==> src/rtl/mem_lsu_pkg.sv <==
// Shared size encodings, FSM state type and lane helpers for the mem_lsu load/store unit.
package mem_lsu_pkg;

  localparam logic [1:0] SZ_B = 2'd0;
  localparam logic [1:0] SZ_H = 2'd1;
  localparam logic [1:0] SZ_W = 2'd2;

  typedef enum logic [1:0] {
    IDLE   = 2'd0,
    ACCESS = 2'd1,
    RESP   = 2'd2
  } state_t;

  // A half at offset 3 shifts its upper byte off the 4-bit mask and is dropped.
  function automatic logic [3:0] lane_mask(input logic [1:0] size, input logic [1:0] off);
    logic [3:0] m;
    case (size)
      SZ_B:    m = 4'b0001 << off;
      SZ_H:    m = 4'b0011 << off;
      default: m = 4'hF;
    endcase
    return m;
  endfunction

  function automatic logic misaligned(input logic [1:0] size, input logic [1:0] off);
    logic bad;
    case (size)
      SZ_B:    bad = 1'b0;
      SZ_H:    bad = off[0];
      SZ_W:    bad = (off != 2'd0);
      default: bad = 1'b1;
    endcase
    return bad;
  endfunction

endpackage

==> src/rtl/mem_lsu_if.sv <==
// Execute-side request/response handshakes plus the DRAM responder port of mem_lsu.
interface mem_lsu_if;

  logic        req_valid;
  logic        req_ready;
  logic        req_wen;
  logic [31:0] req_addr;
  logic [1:0]  req_size;
  logic        req_unsigned;
  logic [31:0] req_wdata;

  logic        resp_valid;
  logic        resp_ready;
  logic [31:0] resp_rdata;
  logic        resp_err;

  logic        dram_en;
  logic        dram_wen;
  logic [31:0] dram_addr;
  logic [31:0] dram_wdata;
  logic [3:0]  dram_wmask;
  logic [31:0] dram_rdata;

  modport master (
    output req_valid, req_wen, req_addr, req_size, req_unsigned, req_wdata,
    output resp_ready, dram_rdata,
    input  req_ready, resp_valid, resp_rdata, resp_err,
    input  dram_en, dram_wen, dram_addr, dram_wdata, dram_wmask
  );

  modport slave (
    input  req_valid, req_wen, req_addr, req_size, req_unsigned, req_wdata,
    input  resp_ready, dram_rdata,
    output req_ready, resp_valid, resp_rdata, resp_err,
    output dram_en, dram_wen, dram_addr, dram_wdata, dram_wmask
  );

endinterface

==> src/rtl/mem_lsu_align.sv <==
// Combinational lane steering: store replication and byte mask, load shift and sign/zero extension.
module mem_lsu_align
  import mem_lsu_pkg::*;
(
  input  logic [1:0]  size,
  input  logic [1:0]  off,
  input  logic        zext,
  input  logic [31:0] store_data,
  output logic [31:0] lane_data,
  output logic [3:0]  mask,
  input  logic [31:0] mem_data,
  output logic [31:0] load_data
);

  logic [15:0] sh;

  assign mask = lane_mask(size, off);
  assign sh   = 16'(mem_data >> {off, 3'b000});

  always_comb begin
    case (size)
      SZ_B:    lane_data = {4{store_data[7:0]}};
      SZ_H:    lane_data = {2{store_data[15:0]}};
      default: lane_data = store_data;
    endcase
  end

  // Word and reserved sizes read the whole word regardless of offset.
  always_comb begin
    case (size)
      SZ_B:    load_data = zext ? {24'h0, sh[7:0]}  : {{24{sh[7]}}, sh[7:0]};
      SZ_H:    load_data = zext ? {16'h0, sh[15:0]} : {{16{sh[15]}}, sh[15:0]};
      default: load_data = mem_data;
    endcase
  end

endmodule

==> src/rtl/mem_lsu.sv <==
// Load/store unit driving a single-cycle DRAM responder; one request in flight at a time.
// Optional misalignment trapping is enabled with `define LSU_MISALIGN_CHECK_EN.
module mem_lsu
  import mem_lsu_pkg::*;
#(
  parameter int unsigned RD_WAIT = 1
) (
  input  logic     clk,
  input  logic     rst_n,
  mem_lsu_if.slave bus
);

  state_t      state;
  state_t      state_nxt;
  logic        wen_q;
  logic [31:0] addr_q;
  logic [1:0]  size_q;
  logic        zext_q;
  logic [31:0] wdata_q;
  logic [3:0]  wait_cnt;
  logic [31:0] rdata_q;
  logic [31:0] lane_data;
  logic [31:0] load_data;
  logic [3:0]  wmask;
  logic        req_fire;
  logic        resp_fire;
  logic        bad_req;

  assign req_fire  = (state == IDLE) && bus.req_valid;
  assign resp_fire = (state == RESP) && bus.resp_ready;

  mem_lsu_align u_align (
    .size       (size_q),
    .off        (addr_q[1:0]),
    .zext       (zext_q),
    .store_data (wdata_q),
    .lane_data  (lane_data),
    .mask       (wmask),
    .mem_data   (bus.dram_rdata),
    .load_data  (load_data)
  );

  always_ff @(posedge clk) begin
    if (!rst_n) state <= IDLE;
    else        state <= state_nxt;
  end

  always_comb begin
    state_nxt = state;
    case (state)
      IDLE: begin
        if (bus.req_valid) state_nxt = bad_req ? RESP : ACCESS;
      end
      ACCESS: begin
        if (wen_q || (wait_cnt == 4'd0)) state_nxt = RESP;
      end
      RESP: begin
        if (bus.resp_ready) state_nxt = IDLE;
      end
      default: state_nxt = IDLE;
    endcase
  end

  // The counter only runs for loads; stores leave ACCESS after one cycle.
  always_ff @(posedge clk) begin
    if (!rst_n) begin
      wen_q    <= 1'b0;
      addr_q   <= '0;
      size_q   <= SZ_B;
      zext_q   <= 1'b0;
      wdata_q  <= '0;
      wait_cnt <= '0;
      rdata_q  <= '0;
    end else if (req_fire) begin
      wen_q    <= bus.req_wen;
      addr_q   <= bus.req_addr;
      size_q   <= bus.req_size;
      zext_q   <= bus.req_unsigned;
      wdata_q  <= bus.req_wdata;
      wait_cnt <= 4'(RD_WAIT - 1);
      rdata_q  <= '0;
    end else if ((state == ACCESS) && !wen_q) begin
      if (wait_cnt == 4'd0) rdata_q  <= load_data;
      else                  wait_cnt <= wait_cnt - 4'd1;
    end else if (resp_fire) begin
      rdata_q <= '0;
    end
  end

  // Gating with rst_n keeps a reset during ACCESS from committing a write.
  always_comb begin
    bus.req_ready  = 1'b0;
    bus.resp_valid = 1'b0;
    bus.dram_en    = 1'b0;
    bus.dram_wen   = 1'b0;
    bus.dram_addr  = '0;
    bus.dram_wdata = '0;
    bus.dram_wmask = '0;
    case (state)
      IDLE:   bus.req_ready = rst_n;
      ACCESS: begin
        if (rst_n) begin
          bus.dram_en    = 1'b1;
          bus.dram_wen   = wen_q;
          bus.dram_addr  = {addr_q[31:2], 2'b00};
          bus.dram_wdata = lane_data;
          bus.dram_wmask = wen_q ? wmask : 4'h0;
        end
      end
      RESP:   bus.resp_valid = rst_n;
      default: ;
    endcase
  end

  assign bus.resp_rdata = rst_n ? rdata_q : 32'h0;

`ifdef LSU_MISALIGN_CHECK_EN
  logic err_q;

  assign bad_req = misaligned(bus.req_size, bus.req_addr[1:0]);

  always_ff @(posedge clk) begin
    if (!rst_n)         err_q <= 1'b0;
    else if (req_fire)  err_q <= bad_req;
    else if (resp_fire) err_q <= 1'b0;
  end

  assign bus.resp_err = err_q & bus.resp_valid;
`else
  assign bad_req      = 1'b0;
  assign bus.resp_err = 1'b0;
`endif

endmodule

==> src/flat_wrapper.sv <==
// flat-port wrapper written by rule: the top's interface ports become plain ports
module mem_lsu_flat import mem_lsu_pkg::*;
#(
  parameter int unsigned RD_WAIT = 1
)
  (clk, rst_n, bus_req_valid, bus_req_wen, bus_req_addr, bus_req_size, bus_req_unsigned, bus_req_wdata, bus_resp_ready, bus_dram_rdata, bus_req_ready, bus_resp_valid, bus_resp_rdata, bus_resp_err, bus_dram_en, bus_dram_wen, bus_dram_addr, bus_dram_wdata, bus_dram_wmask);
  mem_lsu_if bus_i ();
  input  logic clk;
  input  logic rst_n;
  input wire logic [$bits(bus_i.req_valid)-1:0] bus_req_valid;
  input wire logic [$bits(bus_i.req_wen)-1:0] bus_req_wen;
  input wire logic [$bits(bus_i.req_addr)-1:0] bus_req_addr;
  input wire logic [$bits(bus_i.req_size)-1:0] bus_req_size;
  input wire logic [$bits(bus_i.req_unsigned)-1:0] bus_req_unsigned;
  input wire logic [$bits(bus_i.req_wdata)-1:0] bus_req_wdata;
  input wire logic [$bits(bus_i.resp_ready)-1:0] bus_resp_ready;
  input wire logic [$bits(bus_i.dram_rdata)-1:0] bus_dram_rdata;
  output wire logic [$bits(bus_i.req_ready)-1:0] bus_req_ready;
  output wire logic [$bits(bus_i.resp_valid)-1:0] bus_resp_valid;
  output wire logic [$bits(bus_i.resp_rdata)-1:0] bus_resp_rdata;
  output wire logic [$bits(bus_i.resp_err)-1:0] bus_resp_err;
  output wire logic [$bits(bus_i.dram_en)-1:0] bus_dram_en;
  output wire logic [$bits(bus_i.dram_wen)-1:0] bus_dram_wen;
  output wire logic [$bits(bus_i.dram_addr)-1:0] bus_dram_addr;
  output wire logic [$bits(bus_i.dram_wdata)-1:0] bus_dram_wdata;
  output wire logic [$bits(bus_i.dram_wmask)-1:0] bus_dram_wmask;
  assign bus_i.req_valid = bus_req_valid;
  assign bus_i.req_wen = bus_req_wen;
  assign bus_i.req_addr = bus_req_addr;
  assign bus_i.req_size = bus_req_size;
  assign bus_i.req_unsigned = bus_req_unsigned;
  assign bus_i.req_wdata = bus_req_wdata;
  assign bus_i.resp_ready = bus_resp_ready;
  assign bus_i.dram_rdata = bus_dram_rdata;
  assign bus_req_ready = bus_i.req_ready;
  assign bus_resp_valid = bus_i.resp_valid;
  assign bus_resp_rdata = bus_i.resp_rdata;
  assign bus_resp_err = bus_i.resp_err;
  assign bus_dram_en = bus_i.dram_en;
  assign bus_dram_wen = bus_i.dram_wen;
  assign bus_dram_addr = bus_i.dram_addr;
  assign bus_dram_wdata = bus_i.dram_wdata;
  assign bus_dram_wmask = bus_i.dram_wmask;
  mem_lsu #(.RD_WAIT(RD_WAIT)) u_core (.clk(clk), .rst_n(rst_n), .bus(bus_i));
endmodule
==> config.mk <==
export PLATFORM = sky130hd
export DESIGN_NAME = mem_lsu_flat
export DESIGN_NICKNAME = d
export VERILOG_FILES = /design/src/rtl/mem_lsu_pkg.sv /design/src/rtl/mem_lsu_if.sv /design/src/rtl/mem_lsu_align.sv /design/src/rtl/mem_lsu.sv /design/src/flat_wrapper.sv
export SDC_FILE = /design/constraint.sdc
export NUM_CORES = 1
export LEC_CHECK = 0
export ABC_AREA = 1
export BUFFER_PORTS_ARGS = -buffer_cell sky130_fd_sc_hd__buf_2
export CORE_MARGIN = 1
export CORE_UTILIZATION = 40
export CTS_BUF_LIST = sky130_fd_sc_hd__clkbuf_16
export DETAILED_ROUTE_END_ITERATION = 10
export PLACE_DENSITY = 0.74
export SYNTH_ARGS = -nofsm -noshare
export SYNTH_HDL_FRONTEND = slang
export SYNTH_SLANG_ARGS = --single-unit
==> constraint.sdc <==
create_clock -name clk -period 2 [get_ports clk]
set_clock_uncertainty 0.05 [all_clocks]
set_input_delay 0.4 -clock clk [delete_from_list [all_inputs] [get_ports clk]]
set_output_delay 0.4 -clock clk [all_outputs]
set_load 0.1 [all_outputs]
# Yosys cells after proc, flatten, opt, wreduce, memory -nomap -nowiden
# Index checks and enable logic that the tools add are counted.
dict set report word_totals {
  ff_bits 106
  latchBits 0
  ram_bits 0
  rom_bits 0
  inputBits 104
  output_inout_bits 105
  word_cells 60
  memories 0
}
dict set report classes {
  n_addsub 1
  n_mul 0
  div 0
  order_cmp 0
  n_eq_ne 7
  n_shift 3
  n_mux 26
  bitwise 2
  n_reduce_logical 13
}
# op count
set ops {}
lappend ops {{$mux 32} 10}
lappend ops {{$pmux 32 s2} 2}
lappend ops {{$shr 32x5->16} 1}
lappend ops {{$mux 4} 3}
lappend ops {{$pmux 4 s2} 1}
lappend ops {{$mux 1} 6}
lappend ops {{$mux 2} 3}
lappend ops {{$pmux 2 s3} 1}
lappend ops {{$eq 2x1->1 const B} 2}
lappend ops {{$logic_not 2->1} 2}
lappend ops {{$logic_not 4->1} 1}
lappend ops {{$ne 2x1->1 const B} 2}
lappend ops {{$ne 2x2->1 const B} 2}
lappend ops {{$reduce_and 2->1} 2}
lappend ops {{$shl 1x2->4 const A} 1}
lappend ops {{$shl 2x2->4 const A} 1}
lappend ops {{$sub 4x1->4 const B} 1}
lappend ops {{$logic_and 1x1->1} 3}
lappend ops {{$reduce_and 3->1} 1}
lappend ops {{$eq 2x2->1 const B} 1}
lappend ops {{$not 1->1} 2}
lappend ops {{$reduce_bool 2->1} 1}
lappend ops {{$reduce_or 2->1} 1}
lappend ops {{$logic_not 1->1} 1}
lappend ops {{$logic_or 1x1->1} 1}

# Logic depth before layout (Yosys ltp)
dict set report logic_depth {
  ltp_word 5
  mapped_depth 10
  ltp_nobuf 9
}

# By module
# A second synthesis with hierarchy kept.
dict set report unflattened {
  cells_unflattened 1099
  area_unflattened_um2 6485.0
}
# module n_inst cells_per_inst area_per_inst_um2 seq_area_each_um2
set modules_own_cells {}
lappend modules_own_cells {mem_lsu 1 850 5208.7 2122.0}
lappend modules_own_cells {mem_lsu_align 1 249 1276.2 0.0}

# Worst setup path before layout
# Ideal clock, no wire load.
dict set report synth_path {
  path_kind {register to output}
  from {reg u_core.state[0]}
  to {out bus_dram_wmask[2]}
  arrival_ns 4.268
  required_time_ns 1.550
  slack_ns -2.718
  stages_incl_launch_ff 7
  path_buffers 0
  cell_sequence {dfxtp_1 -> nand2_1 -> nor2_4 -> inv_2 -> nor2_1 -> inv_1 -> a21oi_1}
}
dict set report synth_via {
  elab_chain_cells 2
}
# item line_no
set synth_lines {}
lappend synth_lines {{start: declaration} mem_lsu.sv:13} ;# state_t state;
lappend synth_lines {{start signal: assignment} mem_lsu.sv:45} ;# else state <= state_nxt;
lappend synth_lines {{$eq 2x1->1} mem_lsu.sv:99} ;# case (state)
lappend synth_lines {{$mux 4} mem_lsu.sv:99}
lappend synth_lines {{end: declaration} flat_wrapper.sv:26} ;# output wire logic [$bits(bus_i.dram_wmask)-1:0] bus_dram_wmask;
# Every way passes these cells.

# Final worst setup path
dict set report layout_path {
  from {reg u_core.state[1]}
  to {out bus_dram_wmask[2]}
}
# The elaborated chain is that of the path after synthesis.

==> results.json <==
{
  "status": "finished, violations left",
  "violations": "setup timing",
  "synth-edff-count": 0,
  "routed_wl_um": 20000,
  "track_usage": 0.281,
  "drtAntennaViolNets": 0,
  "drt_iter0_drc": 699,
  "drv_slew": 0,
  "worstReg2RegStart": "u_core.wait_cnt[0]$_SDFFE_PP0P_",
  "die_area_um2": 14000,
  "post-route-period-util": 1.09,
  "hold_viol": 0,
  "crit_start": "u_core.state[1]$_SDFFE_PN0P_",
  "numClockSinks": 106,
  "via_count": 6502,
  "worst_ep_required_time_ns": 1.55,
  "n_fill_cell": 966,
  "boundaryPins": 209,
  "synth.top_cells.by_count": "nor2_1 (202), nand2_1 (158), dfxtp_1 (106)",
  "area_delta_synth_final_pct": 77.6,
  "wl_per_cell_um": 16.1,
  "grt_max_degree": 113,
  "syn_avg_cell_area_um2": 6.36,
  "top_layer_used": "met4",
  "start_kind": "flip-flop",
  "setup_tns_ns": -3.10,
  "crit_fanout": 4,
  "relSlewSlack": 0.653,
  "cts_tree": "yes",
  "viasPerCell": 5.25,
  "htreeDepth": 3,
  "placed_cell_area_um2": 8910,
  "ys_async_sr_fraction": 0,
  "overflow": 0,
  "fin_ws_ns": -0.180,
  "syn_area_um2": 5420,
  "max_freq_mhz": 459,
  "yosysTopAreaCellShare": 0.391,
  "synth.most_common_cell": "nor2_1",
  "clock_path_buffers": 2,
  "dp_cells": 1205,
  "ys_seq_area_frac": 0.391,
  "synth_top_cell_by_area": "dfxtp_1",
  "hp-class": "in2reg",
  "hold_start": "bus_req_addr[20]",
  "firstDrtPassIters": 5,
  "clk_pin_slew_worst_paths_ns": 0.07,
  "drc_errors": 0,
  "dr_wl_met2_um": 9770,
  "yosys_warnings": 0,
  "synthTopCellsByArea": "dfxtp_1 (39%), nor2_1 (14%), nand2_1 (11%), o21ai_0 (8.5%), a21oi_1 (8.2%)",
  "die_h_um": 118,
  "worstPathArrival_ns": 1.73,
  "setup_viol": 59,
  "root_buffer": "clkbuf_16",
  "holdWs_ns": 0.239,
  "routabilityCongestion": 0.909,
  "syn_inst": 853,
  "rows": 42,
  "critPathCaptureType": "primary output",
  "die_w_um": 118,
  "start_util": 0.409,
  "drive_gt1_frac": 0.377,
  "synth_seq_cells": 106,
  "p_per_area_nw_per_um2": 638,
  "worst_pin_slew_ns": 0.521,
  "cts_inserted_buffers": 9,
  "dominantRegCellSynth": "dfxtp_1",
  "final_cells": 1239,
  "portBuffers": 205,
  "crit_type": "reg2out",
  "dpl_worst_slack_ns": 0.00303,
  "ir_drop_uv": 482,
  "grt_pass1_wl_um": 31100,
  "antenna_found_initial": 1,
  "grt_pass1_vias": 6171,
  "design_area_um2": 9630,
  "cap_violations": 0,
  "wl_met1_um": 7420,
  "leakage_nw": 3.71,
  "yosys.cell_types.count": 29,
  "dp_hpwl_um": 13200,
  "route.met3.wl_um": 1860,
  "clock_latency_ns": 0.36,
  "fin_crit_ns": 2.18,
  "core-area_um2": 13200,
  "nNetsFinal": 1162,
  "rsz0062_at_grt": "yes"
}
[critical path: stages (launching register included)]
cell and delay (ns):
dfxtp_4 0.35, inv_4 0.06, nand2_4 0.07, nor2_4 0.13, inv_4 0.07, nor2_4 0.12, clkinvlp_4 0.20, a21oi_4 0.18
buf_12 0.19
[timing repair]
item,CTS,global route
endpoints found under the setup margin,47,38
hold buffers,0,0
pin swaps,11,15
gates resized for setup,58,9
gates cloned,3,0
endpoints found under the hold margin,0,0
setup buffers,14,6
[per-stage QoR]
step | total power, W | utilization
after CTS | 0.00611 | 0.723
after global routing | 0.00640 | 0.727
final | 0.00615 | 0.727
after global placement | 0.00420 | 0.673
after detailed placement | 0.00423 | 0.673
after floorplan | 0.00364 | -
[power breakdown]
| part | leakage [nW] | internal [W] | total (W) | switching, W |
|---|---|---|---|---|
| sequential | 0.874 | 0.00227 | 0.00239 | 0.000116 |
| combinational | 2.70 | 0.000710 | 0.00203 | 0.00132 |
| clock | 0.142 | 0.000946 | 0.00173 | 0.000781 |
[cells in the final DEF, fill, tap and decap left out, types with 6 or more instances in the layout]
master	n
buf_6	9
o211ai_1	7
inv_1	47
buf_4	25
nand2_1	156
nor2_1	144
a21oi_1	81
a21oi_4	8
buf_12	111
dfxtp_1	102
nand3_1	28
o21ai_0	85
o21ai_4	6
clkbuf_16	9
nor2_4	59
clkinvlp_4	33
buf_2	102
[cell type report]
cell class / instances / area, um2 / share of cell area
Tap cell: 176 / 220 / 0.0229
Inverter: 82 / 444 / 0.0461
Antenna cell: 1 / 2.50 / 0.000260
Sequential cell: 106 / 2130 / 0.222
Multi-Input combinational cell: 607 / 3440 / 0.357
Clock inverter: 7 / 52.6 / 0.00546
Clock buffer: 9 / 225 / 0.0234
Timing Repair Buffer: 251 / 3110 / 0.323
[flip-flops by register name, summed over array words and instances, names as in the netlist]
signal and flops:
u_core.addr_q 32, u_core.rdata_q 32, u_core.wdata_q 32, u_core.wait_cnt 4, u_core.size_q 2, u_core.state 2, u_core.wen_q 1, u_core.zext_q 1
[kinds of logic after synthesis]
logic type / Yosys count / share of synthesized area
adders and majority gates: 1 / 0.00231
DFF: 106 / 0.391
buffers and inverters: 143 / 0.111
AOI/OAI and AO/OA: 200 / 0.194
other: 1 / 0.000692
and+or+nand+nor: 402 / 0.300
[routing by layer]
metal  global-route usage  up-vias
met4                0.153        0
li1                     -     3108
met1                0.320     2967
met5                    0        -
met2                0.475      357
met3               0.0777       70
[final timing paths]
check / to / cells after the start / slack (ns)
hold / removal: u_core.addr_q[20]$_SDFFE_PN0P_ / 3 / 0.24
setup / recovery: bus_dram_wmask[2] / 8 / -0.18
setup reg to reg: u_core.rdata_q[27]$_SDFFE_PP0P_ / 8 / 0.22
hold reg to reg: u_core.rdata_q[18]$_SDFFE_PP0P_ / 2 / 0.42
Power figures use the tool's default switching activity.
